[config.mk]
export PLATFORM = sky130hd
export DESIGN_NAME = platform_gen
export DESIGN_NICKNAME = d
export VERILOG_FILES = /design/src/rtl/doodle_pkg.sv /design/src/rtl/lfsr10.sv /design/src/rtl/platform_gen.sv
export SDC_FILE = /design/constraint.sdc
export NUM_CORES = 1
export LEC_CHECK = 0
export ABC_AREA = 1
export CAP_MARGIN = 20
export CORE_ASPECT_RATIO = 0.5
export CORE_MARGIN = 5
export CORE_UTILIZATION = 50
export CTS_CLUSTER_DIAMETER = 40
export DETAILED_ROUTE_END_ITERATION = 8
export DONT_BUFFER_PORTS = 1
export PLACE_DENSITY_LB_ADDON = 0.3
export SETUP_SLACK_MARGIN = 0.5
export SYNTH_ARGS = -nofsm -noshare
export SYNTH_HDL_FRONTEND = slang
export SYNTH_HIERARCHICAL = 1
export SYNTH_SLANG_ARGS = --single-unit
[constraint.sdc]
create_clock -name clk -period 5.9 [get_ports clk]
set_input_delay 1.18 -clock clk [delete_from_list [all_inputs] [get_ports clk]]
set_output_delay 1.18 -clock clk [all_outputs]
set_load 0.005 [all_outputs]
[src/rtl/doodle_pkg.sv]
// Shared constants for the doodle_y platform pipeline: screen geometry,
// platform layout and the reset placement table.
package doodle_pkg;

  typedef logic [9:0] pos_t;

  localparam int unsigned NUM_PLAT    = 7;
  localparam int unsigned PLAT_WIDTH  = 75;
  localparam int unsigned SCREEN_W    = 640;
  localparam int unsigned SCREEN_H    = 480;
  localparam int unsigned SPACING     = 70;
  localparam int unsigned RESPAWN_V   = 490;
  localparam int unsigned DOODLE_SIZE = 20;
  localparam pos_t        LFSR_SEED   = 10'h2A5;

  // p4 sits mid-screen so the doodle starts centred on it.
  localparam pos_t RESET_HPOS [NUM_PLAT] = '{
    10'd40, 10'd480, 10'd150, 10'd280, 10'd60, 10'd400, 10'd220
  };

endpackage

[src/rtl/lfsr10.sv]
// Free-running 10-bit Fibonacci LFSR (x^10 + x^7 + 1) with zero-lockout recovery.
module lfsr10
  import doodle_pkg::*;
#(
  parameter pos_t SEED = LFSR_SEED
) (
  input  logic       clk,
  input  logic       rst,
  output logic [9:0] q
);

  pos_t lfsr_q, lfsr_d;

  always_comb begin
    lfsr_d = {lfsr_q[8:0], lfsr_q[9] ^ lfsr_q[6]};
    // All-zero is a dead state for an XOR LFSR; reseed out of it.
    if (lfsr_q == '0) lfsr_d = SEED;
  end

  always_ff @(posedge clk or posedge rst) begin
    if (rst) lfsr_q <= SEED;
    else     lfsr_q <= lfsr_d;
  end

  assign q = lfsr_q;

endmodule

[src/rtl/platform_gen.sv]
// Owns the seven platform positions: scrolls them up on each tick, respawns
// wrapped platforms at the bottom with an LFSR-derived x, and counts respawns.
module platform_gen #(
  parameter int unsigned SPACING    = doodle_pkg::SPACING,
  parameter int unsigned RESPAWN_V  = doodle_pkg::RESPAWN_V,
  parameter int unsigned SCREEN_W   = doodle_pkg::SCREEN_W,
  parameter int unsigned PLAT_WIDTH = doodle_pkg::PLAT_WIDTH,
  parameter logic [9:0]  LFSR_SEED  = doodle_pkg::LFSR_SEED
) (
  input  logic        clk,
  input  logic        rst,
  input  logic        platform_tick,
  input  logic        terminated,
  output logic [9:0]  p1_vpos,
  output logic [9:0]  p2_vpos,
  output logic [9:0]  p3_vpos,
  output logic [9:0]  p4_vpos,
  output logic [9:0]  p5_vpos,
  output logic [9:0]  p6_vpos,
  output logic [9:0]  p7_vpos,
  output logic [9:0]  p1_hpos,
  output logic [9:0]  p2_hpos,
  output logic [9:0]  p3_hpos,
  output logic [9:0]  p4_hpos,
  output logic [9:0]  p5_hpos,
  output logic [9:0]  p6_hpos,
  output logic [9:0]  p7_hpos,
  output logic [15:0] score
);

  import doodle_pkg::pos_t;
  import doodle_pkg::NUM_PLAT;
  import doodle_pkg::RESET_HPOS;

  localparam pos_t SPAWN_RANGE = pos_t'(SCREEN_W - PLAT_WIDTH);
  localparam pos_t RELOAD_V    = pos_t'(RESPAWN_V);

  pos_t        vpos_q [NUM_PLAT];
  pos_t        vpos_d [NUM_PLAT];
  pos_t        hpos_q [NUM_PLAT];
  pos_t        hpos_d [NUM_PLAT];
  logic [15:0] score_q, score_d;
  logic [16:0] score_sum;
  logic [2:0]  wrap_cnt;
  logic        step_en;
  pos_t        lfsr;
  pos_t        spawn_x;

  lfsr10 #(.SEED(LFSR_SEED)) u_lfsr (
    .clk (clk),
    .rst (rst),
    .q   (lfsr)
  );

  // A single subtract folds 565..1023 into range since 1023 - 565 < 565.
  always_comb spawn_x = (lfsr < SPAWN_RANGE) ? lfsr : lfsr - SPAWN_RANGE;

  assign step_en = platform_tick && !terminated;

  always_comb begin
    wrap_cnt = '0;
    for (int i = 0; i < NUM_PLAT; i++) begin
      vpos_d[i] = vpos_q[i];
      hpos_d[i] = hpos_q[i];
      if (step_en) begin
        if (vpos_q[i] == '0) begin
          vpos_d[i] = RELOAD_V;
          hpos_d[i] = spawn_x;
          wrap_cnt  = wrap_cnt + 3'd1;
        end else begin
          vpos_d[i] = vpos_q[i] - 10'd1;
        end
      end
    end
    score_sum = {1'b0, score_q} + 17'(wrap_cnt);
    score_d   = score_sum[16] ? 16'hFFFF : score_sum[15:0];
  end

  always_ff @(posedge clk or posedge rst) begin
    if (rst) begin
      for (int i = 0; i < NUM_PLAT; i++) begin
        vpos_q[i] <= pos_t'((i + 1) * SPACING);
        hpos_q[i] <= RESET_HPOS[i];
      end
      score_q <= '0;
    end else begin
      for (int i = 0; i < NUM_PLAT; i++) begin
        vpos_q[i] <= vpos_d[i];
        hpos_q[i] <= hpos_d[i];
      end
      score_q <= score_d;
    end
  end

  assign p1_vpos = vpos_q[0];
  assign p2_vpos = vpos_q[1];
  assign p3_vpos = vpos_q[2];
  assign p4_vpos = vpos_q[3];
  assign p5_vpos = vpos_q[4];
  assign p6_vpos = vpos_q[5];
  assign p7_vpos = vpos_q[6];
  assign p1_hpos = hpos_q[0];
  assign p2_hpos = hpos_q[1];
  assign p3_hpos = hpos_q[2];
  assign p4_hpos = hpos_q[3];
  assign p5_hpos = hpos_q[4];
  assign p6_hpos = hpos_q[5];
  assign p7_hpos = hpos_q[6];
  assign score   = score_q;

endmodule

# Yosys cells after proc, flatten, opt, wreduce, memory -nomap -nowiden
# Cells that the tools add are included.
[totals] input_bits=4 out_inout_bits=156 word_cells=74 reg_bits=166
[classes] mux=24 reduce_logical=17 magnitude_cmp=1 n_addsub=15 n_bitwise=1
[ops] operator="10-bit two-way mux" count=9
[ops] operator="10-bit zero test" count=8
[ops] operator="10-bit by 1-bit subtractor with 10-bit output, second input constant" count=7
[ops] operator="3-bit two-way mux" count=12
[ops] operator="3-bit by 1-bit adder with 3-bit output, second input constant" count=6
[ops] operator="16-bit by 3-bit adder with 17-bit output" count=1
[ops] operator="16-bit two-way mux" count=1
[ops] operator="2-bit AND reduction" count=7
[ops] operator="10-bit < comparator, second input constant" count=1
[ops] operator="10-bit subtractor, second input constant" count=1
[ops] operator="1-bit two-way mux" count=2
[ops] operator="1-bit logical AND" count=1
[ops] operator="1-bit zero test" count=1
[ops] operator="1-bit bitwise XOR" count=1

# Logic depth before layout (Yosys ltp)
[logic_depth] depth_word=23 ltp_mapped=40 mapped_depth_nobuf=40

# Modules after synthesis
# The synthesis kept the hierarchy.
[by_module_without_submodules] module="platform_gen" n_inst=1 area_per_inst_um2=7644.8 seq_area_each_um2=3971.3 cells_each=900
[by_module_without_submodules] module="lfsr10" n_inst=1 area_per_inst_um2=376.6 seq_area_each_um2=256.5 cells_each=32

# Least setup slack after synthesis
# No wires, ideal clock.
[synth_timing] kind="in2reg" start="input port platform_tick" end="register score_q[10] (netlist: score[10])" arrival_time_ns=5.582 path_stages=32 setup_slack_ns=0.245 n_path_buf=2 required_ns=5.826 cell_sequence="inv_1 nor2_4 inv_1 clkbuf_1 clkbuf_1 nor2_1 ha_1 nand2_1 nand2_2 ha_1 or2_2 nand2_1 inv_1 nand2_1 nand3_1 nand3_1 nand2_1 ha_1 nand2_1 xor2_1 xor2_1 nand2_1 nand2_1 nor2_1 ha_1 inv_1 o21ai_1 nand4_1 nor2_1 inv_1 or4_1 nand3_1"
[synth_between] elab_chain_cells=22
[synth_lines] item="start: declaration" line="platform_gen.sv:12" rtl="input logic platform_tick,"
[synth_lines] item="1-bit logical AND *" line="platform_gen.sv:58" rtl="assign step_en = platform_tick && !terminated;"
[synth_lines] item="1-bit two-way mux" line="platform_gen.sv:65" rtl="if (step_en) begin"
[synth_lines] item="3-bit by 1-bit adder with 3-bit output" line="platform_gen.sv:69" rtl="wrap_cnt = wrap_cnt + 3'd1;"
[synth_lines] item="3-bit two-way mux" line="platform_gen.sv:66" rtl="if (vpos_q[i] == '0) begin"
[synth_lines] item="3-bit two-way mux" line="platform_gen.sv:65"
[synth_lines] item="3-bit by 1-bit adder with 3-bit output" line="platform_gen.sv:69"
[synth_lines] item="3-bit two-way mux" line="platform_gen.sv:66"
[synth_lines] item="3-bit two-way mux" line="platform_gen.sv:65"
[synth_lines] item="(+7 left out)"
[synth_lines] item="3-bit two-way mux" line="platform_gen.sv:66"
[synth_lines] item="3-bit two-way mux" line="platform_gen.sv:65"
[synth_lines] item="3-bit by 1-bit adder with 3-bit output" line="platform_gen.sv:69"
[synth_lines] item="3-bit two-way mux" line="platform_gen.sv:66"
[synth_lines] item="3-bit two-way mux *" line="platform_gen.sv:65"
[synth_lines] item="16-bit by 3-bit adder with 17-bit output *" line="platform_gen.sv:75" rtl="score_sum = {1'b0, score_q} + 17'(wrap_cnt);"
[synth_lines] item="16-bit two-way mux *" line="platform_gen.sv:76" rtl="score_d = score_sum[16] ? 16'hFFFF : score_sum[15:0];"
[synth_lines] item="via score_d[10]" line="platform_gen.sv:42" rtl="logic [15:0] score_q, score_d;"
[synth_lines] item="end signal: assignment" line="platform_gen.sv:91" rtl="score_q <= score_d;"
[synth_lines] item="end: declaration" line="platform_gen.sv:42"
# Mark *: on every way through the listed nets, which the timed path passes. The rest lies on a longest branch.
# A chain may end at the register's enable or synchronous reset.

# Worst setup path after layout
# Ends and elaborated chain as after synthesis.

==> flow_summary.ini <==
[outcome]
outcome = finished clean

[power]
power_density_mw_per_mm2 = 411
p_leak_uw = 0.00428
ir_drop_mv = 0.242

[timing]
max_freq_mhz = 194
relSlewSlack = 0.311
worst_hold_slack_ns = 0.422
worst_pin_slew_ns = 1.02
finalHoldViolations = 0
finalCritPeriodShare = 0.872
fin_worst_skew_ns = 0.0131
min_period_ns = 5.15
setup_tns_ns = 0
finalSetupViolCount = 0
grt_setup_unrepaired = no
slew_violations = 0

[placement]
port_buffers = 0
placed_area_mm2 = 0.00823
dp_hpwl_um = 13500
dpl.cell_count = 1115
gp_congestion = 0.866

[final_layout]
area_delta_synth_final_pct = 11.7
diodes = 0
nFillCells = 1351
fin_cells = 1153
final_cell_area_mm2 = 0.00896
finalNetCount = 959
utilization = 0.575
drive_gt1_frac = 0.181

[global_routing]
busiest_layer = met2
use_met2 = 0.342
use_met1 = 0.260
overflow = 0
grt_util_all_layers = 0.205
grt_pass1_wl_um = 31100
antenna_found_initial = 0
grt_pass1_vias = 5885
met3_usage = 0.0691
grt_max_degree = 111

[run]
cap_violations = 0

[yosys]
yosysTopAreaCell = dfrtp_1
synth_top_area_share = 0.334
synth.avg_cell_area_um2 = 8.61
syn-cell-area_mm2 = 0.00802
synthFlopType = dfrtp_1
synthArstFlopShare = 1.00
synth_fp_nets = 955
synth_seq_cells = 166
synth-edff-count = 0
ys_top_cells_by_area = dfrtp_1 33%, dfstp_2 19%, nand2_1 8.8%
yosysUniqueCellTypes = 44
synth-warning-count = 6
ys_seq_area_frac = 0.527
synth_cells = 932

[cts]
ctsLongestPathBuffers = 2
numCtsBuffers = 17
insertion_delay_ns = 0.42
tritoncts = built
cts-htree-levels = 4
path_clk_slew_ns = 0.07
cts_root_buf = clkbuf_16
cts_hold_buf = 0
clock_sinks = 166

[die]
coreArea_mm2 = 0.0156
initial_core_util = 0.515
dieArea_mm2 = 0.0188
fp.dieH_um = 99.6
fp-row-count = 32
ioPinCount = 160
fp.dieW_um = 189

[setup_path]
cpMostUsedCell = nand2_1
regToRegSetupSlack_ns = 0.85
cp-startpoint = platform_tick
cpMaxStageDelayCell = or4_1
worstPathRequired_ns = 6.25
cp_slowest_stage_delay_ns = 0.39
path_class = in -> reg
cp-endpoint = score[10]$_DFF_PP0_
cp.arrival_ns = 5.50
cp_top_family = simple AND/OR/NAND/NOR gates
cp_num_buf_inv = 4
timing.rr.end = score[10]$_DFF_PP0_
r2r_start = p1_vpos[1]$_DFFE_PP1N_
rr_worst_depth = 34
worstPathMaxFanout = 7
end_kind = flop
cp.depth = 32
crit_path_start_kind = input pin

[route]
ant_nets = 0
routed_wirelength_um = 19200
wl_per_cell_um = 16.6
dr.pass1.iters = 4
drtIter0Drc = 286
drcViolationCount = 0
num_vias = 6062
vias_per_cell = 5.26

[min_path]
hold_class = reg -> reg
-- state kept, by name (all words and copies together) (netlist names) --
name,cells
p2_vpos,10
p5_vpos,10
p3_vpos,10
p1_hpos,10
p4_hpos,10
p7_hpos,10
p5_hpos,10
p2_hpos,10
score,16
p6_vpos,10
p4_vpos,10
p3_hpos,10
p1_vpos,10
u_lfsr/q,10
p6_hpos,10
p7_vpos,10
-- cell usage in the layout, fill, tap and decap left out, types with 2 or more instances in the layout --
| cell | n |
|---|---|
| nand2_1 | 186 |
| inv_1 | 116 |
| o21ai_0 | 111 |
| dfrtp_1 | 107 |
| nor2_1 | 86 |
| nand3_1 | 64 |
| dfstp_2 | 59 |
| xor2_1 | 23 |
| ha_1 | 18 |
| clkbuf_16 | 17 |
| nand3_2 | 14 |
| nand2_2 | 13 |
| buf_4 | 12 |
| nor2_2 | 11 |
| a21oi_1 | 11 |
| xnor2_1 | 9 |
| or2_2 | 8 |
| nand4_1 | 8 |
| nor2_4 | 7 |
| nor3_1 | 7 |
| inv_6 | 7 |
| inv_2 | 6 |
| nor4_1 | 5 |
| o21bai_1 | 5 |
| o31ai_1 | 4 |
| inv_8 | 4 |
| a31oi_1 | 3 |
| clkinv_4 | 3 |
| o21ai_1 | 2 |
| a21boi_0 | 2 |
-- routing by layer --
layer	routed length [um]	up-vias	part of all wire
met5	0	-	0
met4	206	0	0.011
met3	1300	17	0.068
met2	9260	126	0.48
met1	8410	2931	0.44
li1	-	2988	-
-- final cells by class --
| type | count | area, um^2 | share of cell area |
|---|---|---|---|
| clock buffers | 18 | 439 | 0.0490 |
| flip-flops and latches | 166 | 4230 | 0.472 |
| well taps | 204 | 255 | 0.0285 |
| multi-input cells | 614 | 3290 | 0.368 |
| clock inverters | 14 | 154 | 0.0172 |
| repair buffers | 13 | 118 | 0.0131 |
| inverters | 124 | 470 | 0.0525 |
-- where the power goes --
part,internal (uW),switching (uW)
registers,1510,385
clock network,615,509
logic,259,395
total,2390,1290
-- cell usage after synthesis (3+ instances only) --
cell and n:
o21ai_1 3, inv_1 119, nor4_1 6, nand2_1 189
nor2_2 9, inv_2 4, nor2_1 90, a31oi_1 3
a21oi_1 11, dfrtp_1 107, xor2_1 23, nand3_2 9
xnor2_1 9, nor3_1 7, dfstp_2 59, o31ai_1 4
nand3_1 70, nand2_2 10, o21bai_1 5, nor2_4 5
nand4_1 8, or2_2 9, ha_1 18, o21ai_0 111
clkbuf_1 23
-- how the worst min path moves through the flow --
stage / from / to / slack, ns / cells past startpoint
3_3_place_gp: u_lfsr/q[2]$_DFF_PP1_ / u_lfsr/q[3]$_DFF_PP0_ / 0.42 / 0
6_report: u_lfsr/q[2]$_DFF_PP1_ / u_lfsr/q[3]$_DFF_PP0_ / 0.42 / 0
4_1_cts: u_lfsr/q[2]$_DFF_PP1_ / u_lfsr/q[3]$_DFF_PP0_ / 0.43 / 0
3_5_place_dp: u_lfsr/q[2]$_DFF_PP1_ / u_lfsr/q[3]$_DFF_PP0_ / 0.42 / 0
5_1_grt: u_lfsr/q[2]$_DFF_PP1_ / u_lfsr/q[3]$_DFF_PP0_ / 0.43 / 0
2_1_floorplan: p1_hpos[0]$_DFFE_PP0N_ / p1_hpos[0]$_DFFE_PP0N_ / 0.48 / 2
-- what timing repair did --
item / CTS / global route
resized for setup: 0 / 18
setup buffers: 0 / 5
endpoints found under the setup margin: 0 / 16
-- stage by stage --
step / total power [uW] / setup slack, ns
after floorplan: 2340 / 0.485
after global placement: 2530 / 0.342
after detailed placement: 2570 / 0.118
after CTS: 3710 / 0.566
after global routing: 3930 / 0.445
final: 3680 / 0.753
-- logic make-up after synthesis --
family | count (synthesis) | synth area share
AOI/OAI and AO/OA | 144 | 0.0959
xor gates and xnor gates | 32 | 0.0349
adders and majority gates | 19 | 0.0306
buffers and inverters | 152 | 0.0732
DFF | 166 | 0.527
and+or+nand+nor | 419 | 0.238
Note: power is estimated with default switching activity, not from simulation.
